`config.mk`:
```
export PLATFORM = sky130hd
export DESIGN_NAME = word_pair_sender_flat
export DESIGN_NICKNAME = d
export VERILOG_FILES = /design/src/rtl/word_pair_sender_if.sv /design/src/rtl/word_pair_sender.sv /design/src/flat_wrapper.sv
export SDC_FILE = /design/constraint.sdc
export NUM_CORES = 1
export LEC_CHECK = 0
export ABC_CLOCK_PERIOD_IN_PS = 3950
export CORE_ASPECT_RATIO = 1.2
export CORE_MARGIN = 2
export CORE_UTILIZATION = 27
export CTS_CLUSTER_SIZE = 28
export DETAILED_ROUTE_END_ITERATION = 16
export GPL_TIMING_DRIVEN = 0
export PLACE_DENSITY = 0.49
export SLEW_MARGIN = 20
export SYNTH_ARGS = -nofsm -noshare
export SYNTH_HDL_FRONTEND = slang
export SYNTH_SLANG_ARGS = --single-unit
```
`constraint.sdc`:
```
create_clock -name clk -period 3.95 [get_ports clk]
set_clock_uncertainty 0.2 [all_clocks]
set_input_delay 0.5925 -clock clk [delete_from_list [all_inputs] [get_ports clk]]
set_output_delay 0.5925 -clock clk [all_outputs]
set_load 0.02 [all_outputs]
```
`src/rtl/word_pair_sender_if.sv`:
```
// Two independent valid/ready word channels carrying a 32-bit word pair.
// The master drives data and valid, and the slave drives ready.
interface word_pair_sender_if;
  logic [31:0] out1;
  logic        out1_valid;
  logic        out1_ready;
  logic [31:0] out2;
  logic        out2_valid;
  logic        out2_ready;

  modport master (
    output out1, out1_valid, out2, out2_valid,
    input  out1_ready, out2_ready
  );

  modport slave (
    input  out1, out1_valid, out2, out2_valid,
    output out1_ready, out2_ready
  );
endinterface

```
`src/rtl/word_pair_sender.sv`:
```
// Burst traffic source. Pair k carries seed+k on channel 1 and ~(seed+k) on
// channel 2. Each channel completes its own handshake, and the next pair is
// issued only once both halves of the current pair have gone out.
module word_pair_sender #(
  parameter int GAP = 4
) (
  input  logic                      clk,
  input  logic                      reset,
  input  logic                      start,
  input  logic [7:0]                length,
  input  logic [31:0]               seed,
  word_pair_sender_if.master        ch,
  output logic                      busy,
  output logic                      done,
  output logic [3:0]                led
);

  typedef enum logic [1:0] {IDLE, SEND, GAP_WAIT, DONE_S} state_t;

  localparam logic [3:0] LED_IDLE = 4'b0001;
  localparam logic [3:0] LED_GAP  = 4'b0010;
  localparam logic [3:0] LED_SEND = 4'b0100;
  localparam logic [3:0] LED_DONE = 4'b1000;

  // Gap counter holds GAP-1 down to 0; sized for at least one bit so GAP=0 still elaborates.
  localparam int             GCW      = (GAP > 1) ? $clog2(GAP) : 1;
  localparam logic [GCW-1:0] GAP_LAST = GCW'((GAP > 0) ? (GAP - 1) : 0);

  state_t         state_reg;
  logic [7:0]     len_reg;
  logic [31:0]    seed_reg;
  logic [7:0]     k_reg;
  logic [GCW-1:0] gap_cnt_reg;
  logic [31:0]    out1_reg;
  logic [31:0]    out2_reg;
  logic           v1_reg;
  logic           v2_reg;
  logic           busy_reg;
  logic           done_reg;
  logic [3:0]     led_reg;

  logic [7:0]  k_inc;
  logic [31:0] cur_word;
  logic [31:0] next_word;
  logic        pair_done;

  assign k_inc     = k_reg + 8'd1;
  assign cur_word  = seed_reg + {24'd0, k_reg};
  assign next_word = seed_reg + {24'd0, k_inc};
  // In SEND a low valid means that channel already transferred this pair.
  assign pair_done = (~v1_reg | ch.out1_ready) & (~v2_reg | ch.out2_ready);

  assign ch.out1       = out1_reg;
  assign ch.out2       = out2_reg;
  assign ch.out1_valid = v1_reg;
  assign ch.out2_valid = v2_reg;
  assign busy          = busy_reg;
  assign done          = done_reg;
  assign led           = led_reg;

  // Burst sequencer: all outputs are registered alongside the state.
  always_ff @(posedge clk or posedge reset) begin
    if (reset) begin
      state_reg   <= IDLE;
      len_reg     <= 8'd0;
      seed_reg    <= 32'd0;
      k_reg       <= 8'd0;
      gap_cnt_reg <= '0;
      out1_reg    <= 32'd0;
      out2_reg    <= 32'd0;
      v1_reg      <= 1'b0;
      v2_reg      <= 1'b0;
      busy_reg    <= 1'b0;
      done_reg    <= 1'b0;
      led_reg     <= LED_IDLE;
    end else begin
      case (state_reg)
        IDLE: begin
          if (start) begin
            len_reg  <= length;
            seed_reg <= seed;
            k_reg    <= 8'd0;
            busy_reg <= 1'b1;
            if (length == 8'd0) begin
              state_reg <= DONE_S;
              done_reg  <= 1'b1;
              led_reg   <= LED_DONE;
            end else begin
              state_reg <= SEND;
              out1_reg  <= seed;
              out2_reg  <= ~seed;
              v1_reg    <= 1'b1;
              v2_reg    <= 1'b1;
              led_reg   <= LED_SEND;
            end
          end
        end

        SEND: begin
          if (v1_reg && ch.out1_ready) v1_reg <= 1'b0;
          if (v2_reg && ch.out2_ready) v2_reg <= 1'b0;
          if (pair_done) begin
            if (k_inc == len_reg) begin
              state_reg <= DONE_S;
              done_reg  <= 1'b1;
              led_reg   <= LED_DONE;
            end else begin
              k_reg <= k_inc;
              if (GAP > 0) begin
                state_reg   <= GAP_WAIT;
                gap_cnt_reg <= GAP_LAST;
                led_reg     <= LED_GAP;
              end else begin
                // Back-to-back: next pair replaces the one just completed.
                out1_reg <= next_word;
                out2_reg <= ~next_word;
                v1_reg   <= 1'b1;
                v2_reg   <= 1'b1;
              end
            end
          end
        end

        GAP_WAIT: begin
          if (gap_cnt_reg == '0) begin
            state_reg <= SEND;
            out1_reg  <= cur_word;
            out2_reg  <= ~cur_word;
            v1_reg    <= 1'b1;
            v2_reg    <= 1'b1;
            led_reg   <= LED_SEND;
          end else begin
            gap_cnt_reg <= gap_cnt_reg - GCW'(1);
          end
        end

        DONE_S: begin
          state_reg <= IDLE;
          done_reg  <= 1'b0;
          busy_reg  <= 1'b0;
          led_reg   <= LED_IDLE;
        end

        default: begin
          state_reg <= IDLE;
          led_reg   <= LED_IDLE;
        end
      endcase
    end
  end

endmodule

```
`src/flat_wrapper.sv`:
```
// flat-port wrapper written by rule: the top's interface ports become plain ports
module word_pair_sender_flat 
#(
  parameter int GAP = 4
)
  (clk, reset, start, length, seed, busy, done, led, ch_out1, ch_out1_valid, ch_out2, ch_out2_valid, ch_out1_ready, ch_out2_ready);
  word_pair_sender_if ch_i ();
  input  logic clk;
  input  logic reset;
  input  logic start;
  input  logic [7:0] length;
  input  logic [31:0] seed;
  output logic busy;
  output logic done;
  output logic [3:0] led;
  output wire logic [$bits(ch_i.out1)-1:0] ch_out1;
  output wire logic [$bits(ch_i.out1_valid)-1:0] ch_out1_valid;
  output wire logic [$bits(ch_i.out2)-1:0] ch_out2;
  output wire logic [$bits(ch_i.out2_valid)-1:0] ch_out2_valid;
  input wire logic [$bits(ch_i.out1_ready)-1:0] ch_out1_ready;
  input wire logic [$bits(ch_i.out2_ready)-1:0] ch_out2_ready;
  assign ch_out1 = ch_i.out1;
  assign ch_out1_valid = ch_i.out1_valid;
  assign ch_out2 = ch_i.out2;
  assign ch_out2_valid = ch_i.out2_valid;
  assign ch_i.out1_ready = ch_out1_ready;
  assign ch_i.out2_ready = ch_out2_ready;
  word_pair_sender #(.GAP(GAP)) u_core (.clk(clk), .reset(reset), .start(start), .length(length), .seed(seed), .ch(ch_i), .busy(busy), .done(done), .led(led));
endmodule
```
==> run summary, run 1 <==
Hold path start -> u_core.ch.out1[23]
Placement Setup Slack -> -0.04211 ns
F_max -> 283.2 MHz
Crit-path slowest cell -> o21ai_1
Distinct cell type count after synthesis -> 69
Number of warning messages in the yosys log -> 0
Reg2reg setup slack -> 0.81 ns
Critical path launch point type -> primary input
Leakage -> 3.554 nW
Yosys reg bits -> 124
Vias in the first global route -> 5167
Slew HR -> 0.4602
Setup Buffers After CTS -> 0
Largest net degree at the start of global routing -> 32
R2R Path End -> u_core.ch.out2[10]
Vias per cell -> 4.803
Resize count post-CTS -> 0
CTS tree -> built
RR Startpoint -> u_core.k_reg[0]
Die H -> 170.9 um
DRC violations left -> 0
Async SR Flop Fraction -> 1.000
Layout Nets -> 808
# IOs -> 117
CP dominant cell by count -> nand2_1
Commonest non-fill, non-tap cells in the layout -> 123 x dfrtp_1, 116 x clkdlybuf4s50_1, 69 x nor2_1
Top cells by area, synth -> dfrtp_1 49%, mux2_2 7.0%, nor2_1 4.1%, nand2_1 3.1%, a21o_1 3.0%
Crit-path cells -> clkdlybuf4s50_1 -> nor4_1 -> nand2_1 -> o21ai_1 -> buf_2 -> buf_1 -> nand2_1 -> nand2_1
Grt ovf -> 0
WS Path Type -> in -> reg
Synth area leader -> dfrtp_1
Avg WL per Cell -> 17.96 um
First-pass GRT wire length -> 30.59 mm
Period Utilization, post-route -> 0.8939
Status -> finished clean
Endpoints failing hold -> 0
# hold bufs at CTS -> 0
Die footprint -> 0.02445 mm2
Share of layout cells above drive strength 1 -> 0.1373
WP data required -> 4.10 ns
Skew-Pair Late Insertion Delay -> 0.42 ns
Gp weighted congestion -> 0.8638
Post-synth EDFFs -> 0
Power Dens Cells -> 876.9 mW/mm2
Ant. Diodes -> 0
Maximum vdd drop -> 359.2 uV
Core Rows -> 61
Clock slew at reported path FFs -> 0.06 ns
Clock Root Buffer -> clkbuf_16
Unrepaired setup endpoints after global routing -> false
Hold Path Depth -> 1
Chip width -> 143.1 um
Max clock buf depth -> 2
Mean post-synth cell area -> 10.22 um2
Arr. time, crit path -> 3.68 ns
Global Route Usage Sum -> 0.1658
Syn Nets -> 669
Area grow syn2layout -> 36.16%
WL final -> 19.40 mm
HP Class -> reg -> reg
Via count -> 5187
Least-Margin Pin Slew -> 0.8097 ns
Post-Synthesis Cells -> 613
Commonest non-fill, non-tap cell in the layout -> dfrtp_1
DR pass1 iterations -> 5
MaxCap Viol Count -> 0
ANT nets after route -> 0
Final min period -> 3.531 ns
Synth top area share -> 0.4912
Final WS setup -> 0.4191 ns
TritonCTS buffer count -> 17
Finish-stage setup viols -> 0
Post-detail-place hpwl -> 14.69 mm
Worst setup EP type -> flip-flop
Clock Sinks -> 124
Htree depth -> 4
CP max stage delay -> 0.59 ns
Synth Flop Type -> dfrtp_1
Max Slew Vio Count -> 0
Initial Util -> 0.2728
CORE AREA -> 0.02297 mm2
Post-synthesis sequential area ratio -> 0.4954
Hold endpoint -> u_core.ch.out1[23]
Mapped Area -> 0.006266 mm2
PortBufs -> 116
Initial antenna violation count -> 0
Setup TNS -> 0 ns
First DRT Iteration DRCs -> 260
Worst-path fanout max -> 10
Worst Reg-to-Reg Cells -> 10
[metrics by stage]
| step | instances | hold WS [ns] | power [mW] | instance area [um2] | util |
|---|---|---|---|---|---|
| after floorplan | 613 | 0.2849 | 4.450 | 6270 | - |
| after detailed placement | 1048 | 0.2646 | 5.881 | 7913 | 0.3444 |
| after global placement | 1044 | 0.2607 | 5.829 | 7825 | 0.3406 |
| after CTS | 1080 | 0.2769 | 7.570 | 8532 | 0.3714 |
| final | 1080 | 0.2720 | 7.482 | 8532 | 0.3714 |
| after global routing | 1080 | 0.2879 | 8.005 | 8532 | 0.3714 |
[kinds of logic (layout without fill, tap and decap cells)]
kind of cell / count (synthesis) / in the layout / synth area share
adder cells (fa/ha/maj): 11 / 11 / 0.02316
AND/OR/NAND/NOR: 192 / 192 / 0.1448
flip-flops: 124 / 124 / 0.4954
AO/OA/AOI/OAI: 167 / 167 / 0.1859
XOR/XNOR: 31 / 31 / 0.04333
multiplexers: 43 / 43 / 0.07648
buffers and inverters: 45 / 197 / 0.03095
[per-layer routing]
layer,track usage,vias up,share of wire
li1,-,2499,-
met1,0.2206,2550,0.45
met2,0.2702,116,0.49
met3,0.03051,22,0.036
met4,0.05811,0,0.022
met5,0,-,0
[final cells by class]
| type | instances | area, um2 |
|---|---|---|
| tap | 315 | 394.1 |
| buffer | 31 | 141.4 |
| sequential | 124 | 3104 |
| inverter | 14 | 56.30 |
| fill | 2311 | 14440 |
| timing repair buffer | 120 | 1249 |
| clock inverter | 11 | 168.9 |
| clock buffer | 21 | 450.4 |
| multi-input combinational | 444 | 2968 |
[worst max-delay path by stage]
stage / startpoint / endpoint / slack (ns) / cells after the start
finish: length[3] / u_core.ch.out1[10] / 0.42 / 8
global route: length[2] / u_core.ch.out1[10] / 0.19 / 8
global placement: length[1] / u_core.led[2] / -0.05 / 7
detailed placement: length[1] / u_core.ch.out2[0] / -0.04 / 8
CTS: length[2] / u_core.ch.out2[0] / 0.38 / 8
floorplan: u_core.k_reg[0] / u_core.ch.out1[14] / 1.28 / 10
[power by group]
| part | internal (mW) | switching [mW] | leakage (nW) |
|---|---|---|---|
| clock | 1.07 | 0.589 | 0.289 |
| sequential | 1.89 | 0.474 | 1.47 |
| combinational | 1.57 | 1.89 | 1.79 |
| total | 4.53 | 2.95 | 3.55 |
[worst max-delay path, delay by kind of cell]
family	cells	cell delay (ns)
buffers and inverters	3	1.37
AND/OR/NAND/NOR	4	1.11
AO/OA/AOI/OAI	1	0.59
[synth_stat cells (14+ instances only)]
library cell and number:
clkbuf_1 17, a21o_1 25, nor2_1 69, a211oi_1 16, nand2_1 52, xnor2_1 20
nand3_1 16, a21oi_1 37, inv_1 14, mux2_2 39, dfrtp_1 123, o21ai_0 27
Power figures use the tool's default switching activity.
==> run 2: changes to the inputs <==
- ABC_CLOCK_PERIOD_IN_PS: 3950 -> 3000
- GPL_ROUTABILITY_DRIVEN: unset -> 0
- clock period: 3.95 -> 3 ns (I/O delays scaled with it)
==> run summary, run 2 (synthesized netlist as in run 1, its figures left out) <==
Critical path depth -> 8 (unchanged)
Period Utilization, post-route -> 0.9663
Post-detail-place hpwl -> 14.69 mm (unchanged)
Least-Margin Pin Slew -> 0.8460 ns (+0.03632 ns)
Critical path launch point type -> flip-flop
R2R Path End -> u_core.ch.out2[29]
Power Dens Cells -> 1152 mW/mm2 (+31%)
CP Capture Point -> u_core.ch.out2[29]
Largest net degree at the start of global routing -> 32 (unchanged)
MaxCap Viol Count -> 0 (unchanged)
CP max stage delay -> 0.51 ns (-0.08 ns)
Crit-path cells -> ha_1 -> a21o_1 -> a21oi_2 -> a21o_4 -> a21o_4 -> or4_4 -> a311oi_2 -> nor2_1
Setup TNS -> 0 ns (unchanged)
HP Class -> in -> async
First DRT Iteration DRCs -> 275 (+5.8%)
F_max -> 345.0 MHz
CTS tree -> built
Final core occ -> 0.3750 (+0.003595)
Initial antenna violation count -> 0 (unchanged)
Setup Buffers After CTS -> 0 (unchanged)
Chip width -> 143.1 um (unchanged)
Die footprint -> 0.02445 mm2 (unchanged)
WL final -> 19.50 mm (+0.51%)
Resize count post-CTS -> 7 (+7)
Worst-path fanout max -> 8 (-2)
Final WS setup -> 0.1011 ns (-0.3180 ns)
Grt ovf -> 0 (unchanged)
Final min period -> 2.899 ns
# IOs -> 117 (unchanged)
Arr. time, crit path -> 3.00 ns (-0.68 ns)
CORE AREA -> 0.02297 mm2 (unchanged)
Placed Instance Area -> 0.007913 mm2 (unchanged)
Initial Util -> 0.2728 (unchanged)
Avg WL per Cell -> 18.07 um (+0.60%)
Area grow syn2layout -> 37.48%
RR Startpoint -> u_core.k_reg[3]
Finish-stage setup viols -> 0 (unchanged)
Clock Sinks -> 124 (unchanged)
Leakage -> 3.579 nW (+0.70%)
Max Slew Vio Count -> 0 (unchanged)
Status -> finished clean
Ant. Diodes -> 0 (unchanged)
Commonest non-fill, non-tap cells in the layout -> 123 x dfrtp_1, 116 x clkdlybuf4s50_1, 69 x nor2_1
Clock Root Buffer -> clkbuf_16
ANT nets after route -> 0 (unchanged)
WP data required -> 3.10 ns (-1.00 ns)
Global Route Usage Sum -> 0.1659 (about the same)
Via count -> 5163 (-0.46%)
Layout Nets -> 807 (-0.12%)
Vias per cell -> 4.785 (-0.37%)
Worst setup EP type -> flip-flop
Skew-Pair Late Insertion Delay -> 0.42 ns (about the same)
Unrepaired setup endpoints after global routing -> true
Htree depth -> 4 (unchanged)
WS Path Type -> reg -> reg
Placement Setup Slack -> -0.8496 ns (-0.8075 ns)
PortBufs -> 116 (unchanged)
Area of the multi-input gates -> 0.003049 mm2 (+2.7%)
Crit-path slowest cell -> or4_4
Clock slew at reported path FFs -> 0.06 ns (about the same)
Maximum vdd drop -> 478.8 uV (+33%)
Slew HR -> 0.4360 (-0.02421)
CP dominant cell by count -> a21o_4
Crit. Startpoint -> u_core.k_reg[3]
# hold bufs at CTS -> 0 (unchanged)
Commonest non-fill, non-tap cell in the layout -> dfrtp_1
Cell type group with the largest total delay on the critical path -> compound AO/OA/AOI/OAI gates
TritonCTS buffer count -> 17 (unchanged)
# fillers -> 2308 (-0.13%)
DR pass1 iterations -> 4 (-1)
Endpoints failing hold -> 0 (unchanged)
Share of layout cells above drive strength 1 -> 0.1636 (+0.02636)
Vias in the first global route -> 5179 (+0.23%)
DRC violations left -> 0 (unchanged)
Reg2reg setup slack -> 0.10 ns (-0.71 ns)
Worst Reg-to-Reg Cells -> 8 (-2)
Final instance area -> 0.008615 mm2 (+0.97%)
WP buf/inv -> 0 (-3)
Die H -> 170.9 um (unchanged)
First-pass GRT wire length -> 30.60 mm (about the same)
Max clock buf depth -> 2 (unchanged)
Register area -> 0.003104 mm2 (unchanged)
Core Rows -> 61 (unchanged)
run 2: changes by cell type in the layout (fill, tap and decap cells not counted), sizes merged:
| cell | before | now |
|---|---|---|
| buf | 18 | 19 |
| clkbuf | 38 | 36 |
run 2: per-stage QoR:
step | hold slack, ns | instances | power (mW)
2_1_floorplan | 0.2849 | 613 | 5.859
3_3_place_gp | 0.2607 | 1044 | 7.675
3_5_place_dp | 0.2646 | 1048 | 7.743
4_1_cts | 0.2416 | 1079 | 9.986
5_1_grt | 0.2572 | 1079 | 10.61
6_report | 0.2328 | 1079 | 9.921
run 2: final cells by class:
class | count | share of cell area
clock inverters | 11 | 0.01961
repair buffers | 120 | 0.1450
inverters | 14 | 0.006536
clock buffers | 21 | 0.05229
flip-flops and latches | 124 | 0.3603
well taps | 315 | 0.04575
multi-input cells | 444 | 0.3540
plain buffers | 30 | 0.01656
run 2: how the worst min path moves through the flow:
stage	start	to	slack, ns	depth (start not counted)
after CTS	reset	u_core.ch.out1[9]	0.24	2
after floorplan	u_core.seed_reg[0]	u_core.seed_reg[0]	0.28	1
after detailed placement	u_core.ch.out1[20]	u_core.ch.out1[20]	0.26	1
after global routing	reset	u_core.ch.out1[9]	0.26	2
final	reset	u_core.ch.out1[9]	0.23	2
after global placement	u_core.ch.out1[20]	u_core.ch.out1[20]	0.26	1
run 2: where the power goes:
part	switching (mW)	leakage, nW	internal, mW	total [mW]
sequential	0.628	1.47	2.49	3.12
combinational	2.52	1.82	2.09	4.62
clock	0.776	0.289	1.41	2.19
total	3.93	3.58	5.99	9.92
run 2: routing by layer:
layer  vias to the layer above  track usage  routed length [um]
met5                         -            0                   0
met4                         0      0.05898                 434
met3                        23      0.03051                 785
met2                       123       0.2700                9447
met1                      2520       0.2206                8834
li1                       2497            -                   -
==> run 3: changes to the inputs <==
- CORE_MARGIN: 2 -> unset
==> run summary, run 3 (synthesized netlist as in run 1, its figures left out) <==
Vias in the first global route -> 5411 (+4.5%)
Core Rows -> 60 (-1.6%)
Area of the multi-input gates -> 0.003057 mm2 (+0.25%)
Via count -> 5289 (+2.4%)
MaxCap Viol Count -> 0 (unchanged)
Final core occ -> 0.3833 (+0.008298)
Max clock buf depth -> 2 (unchanged)
Placement Setup Slack -> -0.8513 ns (-0.001689 ns)
CTS tree -> built
Register area -> 0.003104 mm2 (unchanged)
CORE AREA -> 0.02260 mm2 (-1.6%)
Resize count post-CTS -> 7 (unchanged)
CP dominant cell by count -> a21o_4
Overall power -> 10.11 mW (+1.9%)
Crit-path cells -> ha_2 -> a21o_1 -> a21oi_2 -> a21o_4 -> a21o_4 -> or4_4 -> a311oi_2 -> nor2_1
HP Class -> in -> async
Final WS setup -> 0.1098 ns (+0.008661 ns)
Period Utilization, post-route -> 0.9634 (-0.002887)
Clock Root Buffer -> clkbuf_16
Clock slew at reported path FFs -> 0.06 ns (about the same)
Least-Margin Pin Slew -> 0.7546 ns (-0.09138 ns)
Setup Buffers After CTS -> 0 (unchanged)
Unrepaired setup endpoints after global routing -> true
Final instance area -> 0.008661 mm2 (+0.54%)
# fillers -> 2211 (-4.2%)
Initial Util -> 0.2773 (+0.004546)
WHS -> 0.1280 ns (-0.1048 ns)
WP buf/inv -> 0 (unchanged)
Critical path launch point type -> flip-flop
Avg WL per Cell -> 18.21 um (+0.78%)
Commonest non-fill, non-tap cell in the layout -> dfrtp_1
DR pass1 iterations -> 5 (+1)
Vias per cell -> 4.925 (+2.9%)
Post-detail-place hpwl -> 14.85 mm (+1.1%)
Power Dens Cells -> 1168 mW/mm2 (+1.4%)
Grt ovf -> 0 (unchanged)
PortBufs -> 116 (unchanged)
# hold bufs at CTS -> 0 (unchanged)
Die footprint -> 0.02382 mm2 (-2.6%)
Setup TNS -> 0 ns (unchanged)
Crit-path slowest cell -> or4_4
Clock Sinks -> 124 (unchanged)
Dpl cells -> 1043 (-0.48%)
Largest net degree at the start of global routing -> 34 (+6.3%)
Chip width -> 141.1 um (-1.4%)
Cell type group with the largest total delay on the critical path -> compound AO/OA/AOI/OAI gates
Worst setup EP type -> flip-flop
Arr. time, crit path -> 2.99 ns (about the same)
Finish-stage setup viols -> 0 (unchanged)
Status -> finished clean
Placed Instance Area -> 0.007899 mm2 (-0.17%)
Slew HR -> 0.4969 (+0.06092)
Die H -> 168.9 um (-1.2%)
Share of layout cells above drive strength 1 -> 0.1649 (+0.001309)
WS Path Type -> reg -> reg
Initial antenna violation count -> 0 (unchanged)
Layout Nets -> 807 (unchanged)
DRC violations left -> 0 (unchanged)
Maximum vdd drop -> 590.0 uV (+23%)
Htree depth -> 4 (unchanged)
Skew-Pair Late Insertion Delay -> 0.42 ns (about the same)
Layout Cells excl Fill -> 1074 (-0.46%)
First-pass GRT wire length -> 30.59 mm (about the same)
Max Slew Vio Count -> 0 (unchanged)
Final min period -> 2.890 ns (-0.008661 ns)
Global Route Usage Sum -> 0.1710 (+0.005113)
CP max stage delay -> 0.51 ns (about the same)
Commonest non-fill, non-tap cells in the layout -> 123 x dfrtp_1, 116 x clkdlybuf4s50_1, 69 x nor2_1
Ant. Diodes -> 0 (unchanged)
WL final -> 19.56 mm (+0.31%)
Area grow syn2layout -> 38.22%
Leakage -> 3.607 nW (+0.80%)
TritonCTS buffer count -> 17 (unchanged)
First DRT Iteration DRCs -> 275 (unchanged)
Endpoints failing hold -> 0 (unchanged)
F_max -> 346.0 MHz (+0.30%)
WP data required -> 3.10 ns (about the same)
ANT nets after route -> 0 (unchanged)
# IOs -> 117 (unchanged)
Worst-path fanout max -> 8 (unchanged)
## run 3: area by class of cell
class / count / share of cell area
repair buffers: 120 / 0.1433
plain buffers: 30 / 0.01647
well taps: 310 / 0.04478
multi-input cells: 444 / 0.3529
flip-flops and latches: 124 / 0.3584
clock buffers: 18 / 0.04955
clock inverters: 14 / 0.02803
inverters: 14 / 0.006501
## run 3: worst paths after layout
check                      cells past startpoint            endpoint          startpoint  slack, ns
hold reg to reg                                2  u_core.ch.out1[10]  u_core.ch.out1[10]       0.27
max in group asynchronous                      4  u_core.ch.out2[22]               reset       1.79
min in group clk                               2  u_core.ch.out1[10]  u_core.ch.out1[10]       0.27
setup / recovery                               8  u_core.ch.out2[29]     u_core.k_reg[3]       0.11
hold / removal                                 2   u_core.ch.out1[9]               reset       0.13
setup reg to reg                               8  u_core.ch.out2[29]     u_core.k_reg[3]       0.11
## run 3: layer usage
metal  up-vias  global-route usage  wire (um)
met5         -                   0          0
met2       136              0.2897       9784
met3        23             0.03451        763
met4         0             0.07609        502
met1      2632              0.2091       8511
li1       2498                   -          -
## run 3: where the power goes
group	total (mW)	leakage [nW]	switching (mW)	internal (mW)
Combinational	4.63	1.82	2.54	2.09
Sequential	3.12	1.47	0.633	2.49
Clock	2.35	0.317	0.793	1.56
Total	10.1	3.61	3.97	6.15
